==> src/rtl/pipe_ctrl_unit_if.sv <==
`default_nettype none
// ============================================================================
// Module   : pipe_ctrl_unit_if
// Brief    : D-stage instruction and flush in; E-stage controls and hazard
//            controls out.
// Revision : 1.0  initial release
// ============================================================================
interface pipe_ctrl_unit_if;
    logic [31:0] instrD;
    logic        flushE_in;
    logic [2:0]  ImmSrcD;
    logic        illegalD;
    logic        RegWriteE;
    logic        MemWriteE;
    logic        ALUSrcE;
    logic        luiE;
    logic [1:0]  ResultSrcE;
    logic [1:0]  JumpE;
    logic [2:0]  BranchE;
    logic [4:0]  ALUControlE;
    logic [4:0]  RdE;
    logic [4:0]  Rs1E;
    logic [4:0]  Rs2E;
    logic        stallF;
    logic        stallD;
    logic        stallE;
    logic        flushM;
    logic        mdStartE;
    logic        mdDoneE;

    modport master (
        output instrD, flushE_in,
        input  ImmSrcD, illegalD, RegWriteE, MemWriteE, ALUSrcE, luiE,
               ResultSrcE, JumpE, BranchE, ALUControlE, RdE, Rs1E, Rs2E,
               stallF, stallD, stallE, flushM, mdStartE, mdDoneE
    );

    modport slave (
        input  instrD, flushE_in,
        output ImmSrcD, illegalD, RegWriteE, MemWriteE, ALUSrcE, luiE,
               ResultSrcE, JumpE, BranchE, ALUControlE, RdE, Rs1E, Rs2E,
               stallF, stallD, stallE, flushM, mdStartE, mdDoneE
    );
endinterface
`default_nettype wire

==> src/rtl/pipe_ctrl_unit.sv <==
`default_nettype none
// ============================================================================
// Module   : pipe_ctrl_unit
// Brief    : RV32I(+M) decoder, E-stage control register and hazard unit with
//            multi-cycle muldiv occupancy of the E stage.
// Revision : 1.0  initial release
// ============================================================================
module pipe_ctrl_unit #(
    parameter int MULDIV_EN = 1,
    parameter int MUL_LAT   = 2,
    parameter int DIV_LAT   = 8
) (
    input  logic            clk,
    input  logic            rst,
    pipe_ctrl_unit_if.slave bus
);
    localparam logic [6:0] c_OP_R      = 7'b0110011;
    localparam logic [6:0] c_OP_IMM    = 7'b0010011;
    localparam logic [6:0] c_OP_LOAD   = 7'b0000011;
    localparam logic [6:0] c_OP_STORE  = 7'b0100011;
    localparam logic [6:0] c_OP_BRANCH = 7'b1100011;
    localparam logic [6:0] c_OP_JAL    = 7'b1101111;
    localparam logic [6:0] c_OP_JALR   = 7'b1100111;
    localparam logic [6:0] c_OP_LUI    = 7'b0110111;

    localparam logic [4:0] c_ALU_SUB = 5'b0_0001;
    localparam logic [4:0] c_ALU_SRL = 5'b0_1000;
    localparam logic [4:0] c_ALU_SRA = 5'b0_1001;

    localparam logic [3:0] c_MUL_CNT = 4'(MUL_LAT - 1);
    localparam logic [3:0] c_DIV_CNT = 4'(DIV_LAT - 1);

    typedef struct packed {
        logic       reg_write;
        logic       mem_write;
        logic       alu_src;
        logic       lui;
        logic [1:0] result_src;
        logic [1:0] jump;
        logic [2:0] branch;
        logic [4:0] alu_ctrl;
        logic [4:0] rd;
        logic [4:0] rs1;
        logic [4:0] rs2;
    } e_ctrl_t;

    typedef enum logic [0:0] {
        IDLE = 1'b0,
        BUSY = 1'b1
    } state_t;

    logic [6:0] w_opcode;
    logic [2:0] w_funct3;
    logic [6:0] w_funct7;
    e_ctrl_t    w_dec;
    logic [2:0] w_imm_src;
    logic       w_legal;
    logic       w_is_md;
    logic       w_load_use;
    logic       w_hold;
    state_t     w_state;
    e_ctrl_t    w_e_next;
    logic [3:0] w_cnt_next;
    logic       w_md_start_next;
    e_ctrl_t    r_e;
    logic [3:0] r_cnt;
    logic       r_md_start;

    assign w_opcode = bus.instrD[6:0];
    assign w_funct3 = bus.instrD[14:12];
    assign w_funct7 = bus.instrD[31:25];

    function automatic logic [4:0] base_alu(input logic [2:0] f3);
        logic [4:0] v;
        case (f3)
            3'b000:  v = 5'b0_0000;
            3'b001:  v = 5'b0_0111;
            3'b010:  v = 5'b0_0101;
            3'b011:  v = 5'b0_0110;
            3'b100:  v = 5'b0_0100;
            3'b101:  v = c_ALU_SRL;
            3'b110:  v = 5'b0_0011;
            default: v = 5'b0_0010;
        endcase
        return v;
    endfunction

    always_comb begin
        w_dec     = '0;
        w_imm_src = 3'b000;
        w_legal   = 1'b0;
        case (w_opcode)
            c_OP_R: begin
                w_dec.reg_write = 1'b1;
                if (w_funct7 == 7'b0000000) begin
                    w_legal        = 1'b1;
                    w_dec.alu_ctrl = base_alu(w_funct3);
                end else if (w_funct7 == 7'b0100000 && w_funct3 == 3'b000) begin
                    w_legal        = 1'b1;
                    w_dec.alu_ctrl = c_ALU_SUB;
                end else if (w_funct7 == 7'b0100000 && w_funct3 == 3'b101) begin
                    w_legal        = 1'b1;
                    w_dec.alu_ctrl = c_ALU_SRA;
                end else if (MULDIV_EN != 0 && w_funct7 == 7'b0000001) begin
                    w_legal        = 1'b1;
                    w_dec.alu_ctrl = {2'b10, w_funct3};
                end
            end
            c_OP_IMM: begin
                w_dec.reg_write = 1'b1;
                w_dec.alu_src   = 1'b1;
                w_dec.alu_ctrl  = base_alu(w_funct3);
                // Shift-immediates carry funct7 in the immediate field.
                if (w_funct3 == 3'b001) begin
                    w_legal = (w_funct7 == 7'b0000000);
                end else if (w_funct3 == 3'b101) begin
                    w_legal = (w_funct7 == 7'b0000000) || (w_funct7 == 7'b0100000);
                    if (w_funct7 == 7'b0100000) begin
                        w_dec.alu_ctrl = c_ALU_SRA;
                    end
                end else begin
                    w_legal = 1'b1;
                end
            end
            c_OP_LOAD: begin
                w_legal          = (w_funct3 == 3'b010);
                w_dec.reg_write  = 1'b1;
                w_dec.alu_src    = 1'b1;
                w_dec.result_src = 2'b01;
            end
            c_OP_STORE: begin
                w_legal         = (w_funct3 == 3'b010);
                w_dec.mem_write = 1'b1;
                w_dec.alu_src   = 1'b1;
                w_imm_src       = 3'b001;
            end
            c_OP_BRANCH: begin
                w_legal        = 1'b1;
                w_imm_src      = 3'b010;
                w_dec.alu_ctrl = c_ALU_SUB;
                case (w_funct3)
                    3'b000:  w_dec.branch = 3'b001;
                    3'b001:  w_dec.branch = 3'b010;
                    3'b100:  w_dec.branch = 3'b011;
                    3'b101:  w_dec.branch = 3'b100;
                    3'b110:  w_dec.branch = 3'b101;
                    3'b111:  w_dec.branch = 3'b110;
                    default: w_legal      = 1'b0;
                endcase
            end
            c_OP_JAL: begin
                w_legal          = 1'b1;
                w_dec.reg_write  = 1'b1;
                w_dec.result_src = 2'b10;
                w_dec.jump       = 2'b01;
                w_imm_src        = 3'b011;
            end
            c_OP_JALR: begin
                w_legal          = (w_funct3 == 3'b000);
                w_dec.reg_write  = 1'b1;
                w_dec.alu_src    = 1'b1;
                w_dec.result_src = 2'b10;
                w_dec.jump       = 2'b10;
            end
            c_OP_LUI: begin
                w_legal         = 1'b1;
                w_dec.reg_write = 1'b1;
                w_dec.alu_src   = 1'b1;
                w_dec.lui       = 1'b1;
                w_imm_src       = 3'b100;
            end
            default: w_legal = 1'b0;
        endcase
        // Unsupported encodings become a full bubble, indices included.
        if (w_legal) begin
            w_dec.rd  = bus.instrD[11:7];
            w_dec.rs1 = bus.instrD[19:15];
            w_dec.rs2 = bus.instrD[24:20];
        end else begin
            w_dec     = '0;
            w_imm_src = 3'b000;
        end
    end

    assign w_is_md    = w_dec.alu_ctrl[4];
    assign w_state    = (r_cnt != 4'd0) ? BUSY : IDLE;
    assign w_hold     = (w_state == BUSY);
    assign w_load_use = (r_e.result_src == 2'b01) && r_e.reg_write && (r_e.rd != 5'd0) &&
                        ((r_e.rd == bus.instrD[19:15]) || (r_e.rd == bus.instrD[24:20]));

    always_comb begin
        w_e_next        = r_e;
        w_cnt_next      = r_cnt;
        w_md_start_next = 1'b0;
        case (w_state)
            BUSY: w_cnt_next = r_cnt - 4'd1;
            default: begin
                if (bus.flushE_in || w_load_use) begin
                    w_e_next = '0;
                end else begin
                    w_e_next = w_dec;
                    if (w_is_md) begin
                        w_cnt_next      = w_funct3[2] ? c_DIV_CNT : c_MUL_CNT;
                        w_md_start_next = 1'b1;
                    end
                end
            end
        endcase
    end

    always_ff @(posedge clk or posedge rst) begin
        if (rst) begin
            r_e        <= '0;
            r_cnt      <= 4'd0;
            r_md_start <= 1'b0;
        end else begin
            r_e        <= w_e_next;
            r_cnt      <= w_cnt_next;
            r_md_start <= w_md_start_next;
        end
    end

    assign bus.ImmSrcD     = w_imm_src;
    assign bus.illegalD    = ~w_legal;
    assign bus.RegWriteE   = r_e.reg_write;
    assign bus.MemWriteE   = r_e.mem_write;
    assign bus.ALUSrcE     = r_e.alu_src;
    assign bus.luiE        = r_e.lui;
    assign bus.ResultSrcE  = r_e.result_src;
    assign bus.JumpE       = r_e.jump;
    assign bus.BranchE     = r_e.branch;
    assign bus.ALUControlE = r_e.alu_ctrl;
    assign bus.RdE         = r_e.rd;
    assign bus.Rs1E        = r_e.rs1;
    assign bus.Rs2E        = r_e.rs2;
    assign bus.stallF      = w_load_use | w_hold;
    assign bus.stallD      = w_load_use | w_hold;
    assign bus.stallE      = w_hold;
    assign bus.flushM      = w_hold;
    assign bus.mdStartE    = r_md_start;
    assign bus.mdDoneE     = r_e.alu_ctrl[4] & (r_cnt == 4'd0);
endmodule
`default_nettype wire

==> src/flat_wrapper.sv <==
// flat-port wrapper written by rule: the top's interface ports become plain ports
module pipe_ctrl_unit_flat 
#(
    parameter int MULDIV_EN = 1,
    parameter int MUL_LAT   = 2,
    parameter int DIV_LAT   = 8
)
  (clk, rst, bus_instrD, bus_flushE_in, bus_ImmSrcD, bus_illegalD, bus_RegWriteE, bus_MemWriteE, bus_ALUSrcE, bus_luiE, bus_ResultSrcE, bus_JumpE, bus_BranchE, bus_ALUControlE, bus_RdE, bus_Rs1E, bus_Rs2E, bus_stallF, bus_stallD, bus_stallE, bus_flushM, bus_mdStartE, bus_mdDoneE);
  pipe_ctrl_unit_if bus_i ();
  input  logic clk;
  input  logic rst;
  input wire logic [$bits(bus_i.instrD)-1:0] bus_instrD;
  input wire logic [$bits(bus_i.flushE_in)-1:0] bus_flushE_in;
  output wire logic [$bits(bus_i.ImmSrcD)-1:0] bus_ImmSrcD;
  output wire logic [$bits(bus_i.illegalD)-1:0] bus_illegalD;
  output wire logic [$bits(bus_i.RegWriteE)-1:0] bus_RegWriteE;
  output wire logic [$bits(bus_i.MemWriteE)-1:0] bus_MemWriteE;
  output wire logic [$bits(bus_i.ALUSrcE)-1:0] bus_ALUSrcE;
  output wire logic [$bits(bus_i.luiE)-1:0] bus_luiE;
  output wire logic [$bits(bus_i.ResultSrcE)-1:0] bus_ResultSrcE;
  output wire logic [$bits(bus_i.JumpE)-1:0] bus_JumpE;
  output wire logic [$bits(bus_i.BranchE)-1:0] bus_BranchE;
  output wire logic [$bits(bus_i.ALUControlE)-1:0] bus_ALUControlE;
  output wire logic [$bits(bus_i.RdE)-1:0] bus_RdE;
  output wire logic [$bits(bus_i.Rs1E)-1:0] bus_Rs1E;
  output wire logic [$bits(bus_i.Rs2E)-1:0] bus_Rs2E;
  output wire logic [$bits(bus_i.stallF)-1:0] bus_stallF;
  output wire logic [$bits(bus_i.stallD)-1:0] bus_stallD;
  output wire logic [$bits(bus_i.stallE)-1:0] bus_stallE;
  output wire logic [$bits(bus_i.flushM)-1:0] bus_flushM;
  output wire logic [$bits(bus_i.mdStartE)-1:0] bus_mdStartE;
  output wire logic [$bits(bus_i.mdDoneE)-1:0] bus_mdDoneE;
  assign bus_i.instrD = bus_instrD;
  assign bus_i.flushE_in = bus_flushE_in;
  assign bus_ImmSrcD = bus_i.ImmSrcD;
  assign bus_illegalD = bus_i.illegalD;
  assign bus_RegWriteE = bus_i.RegWriteE;
  assign bus_MemWriteE = bus_i.MemWriteE;
  assign bus_ALUSrcE = bus_i.ALUSrcE;
  assign bus_luiE = bus_i.luiE;
  assign bus_ResultSrcE = bus_i.ResultSrcE;
  assign bus_JumpE = bus_i.JumpE;
  assign bus_BranchE = bus_i.BranchE;
  assign bus_ALUControlE = bus_i.ALUControlE;
  assign bus_RdE = bus_i.RdE;
  assign bus_Rs1E = bus_i.Rs1E;
  assign bus_Rs2E = bus_i.Rs2E;
  assign bus_stallF = bus_i.stallF;
  assign bus_stallD = bus_i.stallD;
  assign bus_stallE = bus_i.stallE;
  assign bus_flushM = bus_i.flushM;
  assign bus_mdStartE = bus_i.mdStartE;
  assign bus_mdDoneE = bus_i.mdDoneE;
  pipe_ctrl_unit #(.MULDIV_EN(MULDIV_EN), .MUL_LAT(MUL_LAT), .DIV_LAT(DIV_LAT)) u_core (.clk(clk), .rst(rst), .bus(bus_i));
endmodule
==> config.mk <==
export PLATFORM = sky130hd
export DESIGN_NAME = pipe_ctrl_unit_flat
export DESIGN_NICKNAME = d
export VERILOG_FILES = /design/src/rtl/pipe_ctrl_unit_if.sv /design/src/rtl/pipe_ctrl_unit.sv /design/src/flat_wrapper.sv
export SDC_FILE = /design/constraint.sdc
export NUM_CORES = 1
export LEC_CHECK = 0
export ABC_AREA = 1
export CAP_MARGIN = 25
export CORE_ASPECT_RATIO = 0.5
export CORE_MARGIN = 3
export CORE_UTILIZATION = 25
export CTS_BUF_LIST = sky130_fd_sc_hd__clkbuf_8
export CTS_CLUSTER_SIZE = 25
export DETAILED_ROUTE_END_ITERATION = 10
export GPL_TIMING_DRIVEN = 0
export SETUP_SLACK_MARGIN = 0.05
export SKIP_LAST_GASP = 1
export SYNTH_ARGS = -nofsm -noshare
export SYNTH_HDL_FRONTEND = slang
export SYNTH_SLANG_ARGS = --single-unit
==> constraint.sdc <==
create_clock -name clk -period 4.3 [get_ports clk]
set_input_delay 0.86 -clock clk [delete_from_list [all_inputs] [get_ports clk]]
set_output_delay 0.86 -clock clk [all_outputs]
set_load 0.05 [all_outputs]
After elaboration in Yosys (flattened, before gate mapping). Cells that the tools add are included.

Output and inout port bits: 41. Input port bits: 35. Register bits after elaboration: 36. Word-level logic and storage cells: 97.

Add/subtract/negate cells: 1. Reduce and logical (&&, ||, !) cells: 21. Mux-type cells: 38. Equality and inequality tests: 21. Bitwise logic cells: 3.

Operators with widths (number): $mux W31 (1); $mux W5 (6); $eq A7 B6 Y1 const B (4); $pmux W4 S7 (1); $eq A7 B7 Y1 const B (3); $pmux W3 S6 (1); $mux W16 (1); $mux W4 (4); $mux W1 (15); $mux W15 (1); $pmux W5 S3 (1); $eq A3 B3 Y1 const B (4); $pmux W3 S4 (1); $reduce_or A6 Y1 (2); $eq A5 B5 Y1 (2); $mux W3 (3); $pmux W2 S2 (2); $eq A7 B1 Y1 const B (1); $eq A7 B2 Y1 const B (1); $eq A7 B5 Y1 const B (1); $logic_not A7 Y1 (1); $eq A3 B2 Y1 const B (2); $pmux W1 S6 (1); $reduce_or A2 Y1 (3); 16 further kinds (22).

Logic depth before layout (Yosys ltp). Gate-level depths: netlist (run 1).

Depth after elaboration: 10. Depth in mapped cells: 14. Mapped depth without buffers: 12.

Worst setup path after synthesis (run 1). Ideal clock, no wire load.

Kind: flip-flop to output port. Start: register u_core.r_cnt[0]. End: output bus_mdDoneE. Cell stages (with the launch flop): 9. Data arrival time: 2.211 ns. Path buffers: 1. Slack: 1.229 ns. Cells stage by stage: dfrtp_1 > inv_1 > ha_1 > inv_1 > or2_1 > nor2_2 > inv_1 > buf_2 > nor2_1.

Longest elaborated chain between the ends: 2.

Ends and longest elaborated chain: start, declared (RTL line pipe_ctrl_unit.sv:66) `logic [3:0] r_cnt;`; start signal, assigned (RTL line pipe_ctrl_unit.sv:218) `r_cnt <= w_cnt_next;`; $logic_not A4 Y1 (RTL line pipe_ctrl_unit.sv:241) `assign bus.mdDoneE = r_e.alu_ctrl[4] & (r_cnt == 4'd0);`; $and A1 B1 Y1 (RTL line pipe_ctrl_unit.sv:241); end, declared (RTL line flat_wrapper.sv:32) `output wire logic [$bits(bus_i.mdDoneE)-1:0] bus_mdDoneE;`.

Every way passes these cells.

Worst setup path in the final report (run 1).
Start: input bus_instrD[2]. End: output bus_ImmSrcD[0].

Longest elaborated chain between the ends: 4. Elaborated cells on any way between the ends: 13.

Ends and longest elaborated chain: start, declared (RTL line flat_wrapper.sv:12) `input wire logic [$bits(bus_i.instrD)-1:0] bus_instrD;`; $eq A7 B7 Y1, or another cell as far along (RTL line pipe_ctrl_unit.sv:92) `case (w_opcode)`; $reduce_or A2 Y1 (no source line); $pmux W1 S6 (RTL line pipe_ctrl_unit.sv:92); $mux W3 (*) (RTL line pipe_ctrl_unit.sv:175) `if (w_legal) begin`; end, declared (RTL line flat_wrapper.sv:14) `output wire logic [$bits(bus_i.ImmSrcD)-1:0] bus_ImmSrcD;`.

Every way passes the cells marked *; elsewhere a longest branch is shown, timed or not.

==> results of run 1 <==
registers in the layout, indices dropped and copies added (netlist names):
register,count
u_core.bus.ALUControlE,5
u_core.bus.RdE,5
u_core.bus.Rs1E,5
u_core.bus.Rs2E,5
u_core.r_cnt,4
u_core.bus.BranchE,3
u_core.bus.JumpE,2
u_core.bus.ResultSrcE,2
u_core.bus.ALUSrcE,1
u_core.bus.MemWriteE,1
u_core.bus.RegWriteE,1
u_core.bus.luiE,1
u_core.bus.mdStartE,1
worst max-delay path, cell delays in order:
cell	delay (ns)
clkdlybuf4s50_1	0.48
nor2_2	0.14
nand3_2	0.11
nor2_1	0.23
nand2_1	0.15
nand3_1	0.20
nand2_1	0.10
nand2_1	0.07
clkdlybuf4s50_1	0.79
how the worst max path moves through the flow:
| stage | end | cells after the start | slack [ns] |
|---|---|---|---|
| after CTS | bus_ImmSrcD[0] | 9 | 0.29 |
| final | bus_ImmSrcD[0] | 9 | 0.31 |
| after global placement | bus_ImmSrcD[0] | 9 | 0.30 |
| after detailed placement | bus_ImmSrcD[0] | 9 | 0.30 |
| after floorplan | bus_mdDoneE | 8 | 1.23 |
| after global routing | bus_ImmSrcD[0] | 9 | 0.13 |
where the power goes:
part / switching [mW] / leakage [nW] / internal (mW)
combinational: 0.316 / 1.17 / 0.163
clock: 0.126 / 0.0541 / 0.172
sequential: 0.0248 / 0.494 / 0.371
synthesized netlist by cell type:
| master | number | area, um^2 |
|---|---|---|
| a21oi_1 | 7 | 35.0 |
| and2_1 | 1 | 6.26 |
| buf_2 | 2 | 10.0 |
| buf_4 | 2 | 15.0 |
| buf_6 | 1 | 11.3 |
| buf_8 | 1 | 15.0 |
| clkbuf_1 | 2 | 7.51 |
| clkbuf_2 | 1 | 5.00 |
| clkinv_2 | 1 | 5.00 |
| dfrtp_1 | 36 | 901 |
| ha_1 | 1 | 12.5 |
| inv_1 | 42 | 158 |
| inv_2 | 1 | 3.75 |
| inv_4 | 1 | 6.26 |
| nand2_1 | 138 | 518 |
| nand2_2 | 9 | 56.3 |
| nand3_1 | 18 | 90.1 |
| nand3_2 | 4 | 40.0 |
| nand3_4 | 1 | 17.5 |
| nand4_1 | 9 | 56.3 |
| nor2_1 | 26 | 97.6 |
| nor2_2 | 6 | 37.5 |
| nor2_4 | 3 | 33.8 |
| nor2_8 | 1 | 20.0 |
| nor3_1 | 5 | 25.0 |
| nor3_2 | 1 | 10.0 |
| o21a_1 | 1 | 7.51 |
| o21ai_0 | 11 | 55.1 |
| or2_1 | 2 | 12.5 |
| xnor2_1 | 2 | 17.5 |
| xor2_1 | 1 | 8.76 |
cells by family after synthesis:
kind of cell | count (synthesis)
fa+ha+maj | 1
flops | 36
xor+xnor | 3
buf+inv | 54
simple gates | 224
compound gates | 19
area by class of cell:
type,instances,area share [%]
Multi-Input combinational cell,247,35.3
Sequential cell,36,27.4
Timing Repair Buffer,73,22.3
Inverter,45,5.26
Tap cell,117,4.46
Clock buffer,5,2.10
Buffer,9,1.94
Clock inverter,3,1.30
routing by layer:
metal | vias to the layer above | part of all wire [%] | track usage [%]
li1 | 1198 | - | -
met1 | 978 | 50 | 17.3
met2 | 56 | 44 | 20.5
met3 | 4 | 5.1 | 2.86
met4 | 0 | 0.74 | 2.34
met5 | - | 0 | 0
metrics by stage:
stage	instance area (um^2)	hold WS, ns
3_3_place_gp	3170	0.463
4_1_cts	3280	0.488
3_5_place_dp	3170	0.466
5_1_grt	3280	0.499
6_report	3280	0.482
2_1_floorplan	2290	0.471
==> results.toml, run 1 <==
[grt]
grt_use_total_pct = 12.5
overflow = 0
grt_pass1_wl_mm = 10.6
grt_max_degree = 37
antenna_found_initial = 0
grt_pass1_vias = 2195

[route]
viasPerCell = 4.18
post-route-drc-count = 0
drt_iter0_drc = 59
routedWlPerCell_um = 11.8
final_antenna_net_count = 0
firstDrtPassIters = 4
wirelength_mm = 6.32
vias = 2236

[cells_and_area]
final_common_cell = "nand2_1"
layout.cells.non_filler = 535
n_fill_cell = 956
multi_input_area_um2 = 1160
antenna_cells = 0
utilization_pct = 37.2
drive_gt1_share_pct = 10.5
final_cell_mix = "nand2_1, clkdlybuf4s50_1, inv_1"
area_delta_synth_final_pct = 43.1
regArea_um2 = 901
nets = 453

[logic_synthesis]
synth_xor_area_share_pct = 1.15
synthSimpleGateAreaFrac_pct = 44.5
yosysUniqueCellTypes = 31
yosysSeqAreaShare_pct = 39.3
synthAdderAreaFrac_pct = 0.545
syn_inst = 337
synth_mux_area_share_pct = 0
syn-num-nets = 373
ys.warnings.count = 0
synth_compound_area_share_pct = 4.25
synth_top_family_by_area = "simple AND/OR/NAND/NOR gates"
synth_area_um2 = 2290
avgSynthCellArea_um2 = 6.81
synth-seq-cells = 36

[sta]
setup_violations = 0
hold_viol = 0
fin_crit_ns = 3.99
rsz0062_at_grt = "no"
slew_violations = 0
worst_pin_slew_ns = 0.771
final.setup.worst_slack_ns = 0.308
setup_tns_ns = 0
fmax_ghz = 0.251
skew_ns = 0.00779
fin_crit_sh_pct = 92.8
max-slew-margin-rel_pct = 48.5

[clocking]
cts_made_buffers = 5
cts-hold-fix-buffers = 0
tritoncts = "done"
clk_latency_ns = 0.29
cts_root_buffer = "clkbuf_8"
cts.repair.resized = 0
htree_levels = 2
postCtsSetupBuffers = 0
clk_pin_slew_ns = 0.08
clk_path_buf_depth = 2
clkSinkCount = 36

[die]
coreArea_um2 = 8830
die_w_um = 141
dieArea_um2 = 10400
initial_core_util_pct = 26.0
num_rows = 24
num_io_pins = 76
die_h_um = 73.7

[hold_path]
min_path_type = "register to register"
min_from = "u_core.bus.ALUControlE[2]$_DFFE_PP0P_"
hold_end = "u_core.bus.ALUControlE[2]$_DFFE_PP0P_"
whs_path_depth = 2

[critical_path]
crit_start = "bus_instrD[2]"
rrSetupSlack_ns = 2.26
worst-path-max-fanout = 5
cp-end-kind = "output pin"
worstSetupPathType = "input port to output pin"
r2r-end = "u_core.bus.BranchE[1]$_DFFE_PP0P_"
startpoint_type = "input port"
reg2regPathDepth = 9
cp_data_required_time_ns = 3.44
arrival_ns = 3.13
timing.rr.start = "u_core.r_cnt[0]$_DFFE_PP0P_"

[power]
p_per_area_nw_per_um2 = 357
total_power_mw = 1.17
max-vdd-ir-drop_mv = 0.188
total_leakage_power_nw = 1.71

[placed_design]
portBuffers = 73
gp_congestion = 0.809
hpwl_mm = 5.05
dp.cells = 527
pre_cts_ws_ns = 0.297

[status]
status = "completed"

[run]
cap_violations = 0
Power figures use the tool's default switching activity.
==> inputs of run 2 (changes only) <==
--- a/config.mk
+++ b/config.mk
@@ -16,6 +16,7 @@
 export GPL_TIMING_DRIVEN = 0
 export SETUP_SLACK_MARGIN = 0.05
 export SKIP_LAST_GASP = 1
+export SLEW_MARGIN = 25
 export SYNTH_ARGS = -nofsm -noshare
 export SYNTH_HDL_FRONTEND = slang
 export SYNTH_SLANG_ARGS = --single-unit
==> results.toml, run 2 (synthesized netlist as in run 1, its figures left out) <==
[sta]
skew_ns = 0.00881
worst_pin_slew_ns = 0.589
setup_violations = 0
fmax_ghz = 0.252
slew_violations = 0
hold_viol = 0
setup_tns_ns = 0
rsz0062_at_grt = "no"
fin_crit_sh_pct = 92.4
final.setup.worst_slack_ns = 0.325
timing.hold.ws_ns = 0.482
fin_crit_ns = 3.98
max-slew-margin-rel_pct = 60.7

[cells_and_area]
area_delta_synth_final_pct = 43.8
drive_gt1_share_pct = 10.5
final_common_cell = "nand2_1"
final_cell_mix = "nand2_1, clkdlybuf4s50_1, inv_1"
nets = 454
utilization_pct = 37.4
layout.cells.non_filler = 536
fin_area_um2 = 3300
antenna_cells = 0

[clocking]
cts.repair.resized = 0
cts_root_buffer = "clkbuf_8"
clk_latency_ns = 0.29
clkSinkCount = 36
cts_made_buffers = 5
htree_levels = 2
clk_path_buf_depth = 2
cts-hold-fix-buffers = 0
clk_pin_slew_ns = 0.07
tritoncts = "done"
postCtsSetupBuffers = 0

[critical_path]
crit_start = "bus_instrD[12]"
crit_path_frequent_cell = "nand2_1"
worst-path-max-fanout = 5
rrSetupSlack_ns = 2.23
timing.rr.start = "u_core.r_cnt[0]$_DFFE_PP0P_"
slowest_delay_ns = 0.79
reg2regPathDepth = 9
r2r-end = "u_core.bus.BranchE[0]$_DFFE_PP0P_"
cpMaxStageDelayCell = "clkdlybuf4s50_1"
worstSetupPathType = "input port to output pin"
path_cells = "clkdlybuf4s50_1 -> inv_1 -> nand2_1 -> nand3_2 -> inv_1 -> nand2_1 -> nand2_1 -> nand2_1 -> nand3_1 -> nand2_1 -> nand2_1 -> clkdlybuf4s50_1"
arrival_ns = 3.12
endpoint = "bus_ImmSrcD[0]"
path_delay_family = "buffers and inverters"
crit_buf_inv = 4
startpoint_type = "input port"
cp-end-kind = "output pin"
cp_data_required_time_ns = 3.44
crit_cells = 12

[placed_design]
placed_cell_area_um2 = 3190
portBuffers = 73
hpwl_mm = 5.08
dp.cells = 528
pre_cts_ws_ns = 0.305
gp_congestion = 0.809

[die]
initial_core_util_pct = 26.0
coreArea_um2 = 8830
num_io_pins = 76
num_rows = 24
dieArea_um2 = 10400
die_h_um = 73.7
die_w_um = 141

[power]
total_power_mw = 1.17
p_per_area_nw_per_um2 = 353
max-vdd-ir-drop_mv = 0.205
total_leakage_power_nw = 1.73

[hold_path]
min_path_type = "register to register"

[route]
post-route-drc-count = 0
routedWlPerCell_um = 11.7
vias = 2270
wirelength_mm = 6.28
viasPerCell = 4.24
final_antenna_net_count = 0
drt_iter0_drc = 68
firstDrtPassIters = 4

[grt]
grt_pass1_wl_mm = 10.6
grt_max_degree = 29
grt_use_total_pct = 12.6
grt_pass1_vias = 2188
antenna_found_initial = 0
overflow = 0

[run]
cap_violations = 0

[status]
status = "completed"
-- run 2: cell count changes in the layout (fill, tap and decap cells not counted), sizes merged --
cell	previous run	this run
clkinvlp	1	0
buf	6	7
inv	44	45
-- run 2: area by class of cell --
type / count / area [um^2]
Buffer: 9 / 63.8
Clock buffer: 5 / 68.8
Clock inverter: 3 / 38.8
Fill cell: 958 / 5530
Inverter: 45 / 173
Multi-Input combinational cell: 247 / 1160
Sequential cell: 36 / 901
Tap cell: 117 / 146
Timing Repair Buffer: 74 / 751
-- run 2: how the worst min path moves through the flow --
stage | start | end | slack (ns) | depth (start not counted)
floorplan | u_core.r_cnt[0]$_DFFE_PP0P_ | u_core.r_cnt[0]$_DFFE_PP0P_ | 0.47 | 2
CTS | u_core.bus.ALUControlE[2]$_DFFE_PP0P_ | u_core.bus.ALUControlE[2]$_DFFE_PP0P_ | 0.49 | 2
finish | u_core.bus.Rs1E[4]$_DFFE_PP0P_ | u_core.bus.Rs1E[4]$_DFFE_PP0P_ | 0.48 | 2
detailed placement | u_core.bus.ALUControlE[2]$_DFFE_PP0P_ | u_core.bus.ALUControlE[2]$_DFFE_PP0P_ | 0.47 | 2
global placement | u_core.bus.Rs1E[0]$_DFFE_PP0P_ | u_core.bus.Rs1E[0]$_DFFE_PP0P_ | 0.46 | 2
global route | u_core.bus.ALUControlE[2]$_DFFE_PP0P_ | u_core.bus.ALUControlE[2]$_DFFE_PP0P_ | 0.50 | 2
-- run 2: metal layers --
layer	vias up	share of wire [%]	routed length (um)	global-route usage, %
met5	-	0	0	0
met4	0	1.0	63	3.19
met3	7	4.5	285	2.34
met2	41	44	2750	20.5
met1	1021	51	3180	17.4
li1	1201	-	-	-
-- run 2: worst reg2reg max path, delay by kind of cell, from the launching register on --
family | cells | cell delay [ns]
simple gates | 4 | 0.81
flops | 1 | 0.39
fa+ha+maj | 1 | 0.14
buf+inv | 4 | 0.63
-- run 2: where the power goes --
part	switching (mW)	total, mW	internal (mW)
clock	0.123	0.293	0.170
combinational	0.313	0.478	0.164
sequential	0.0246	0.396	0.371
total	0.461	1.17	0.705
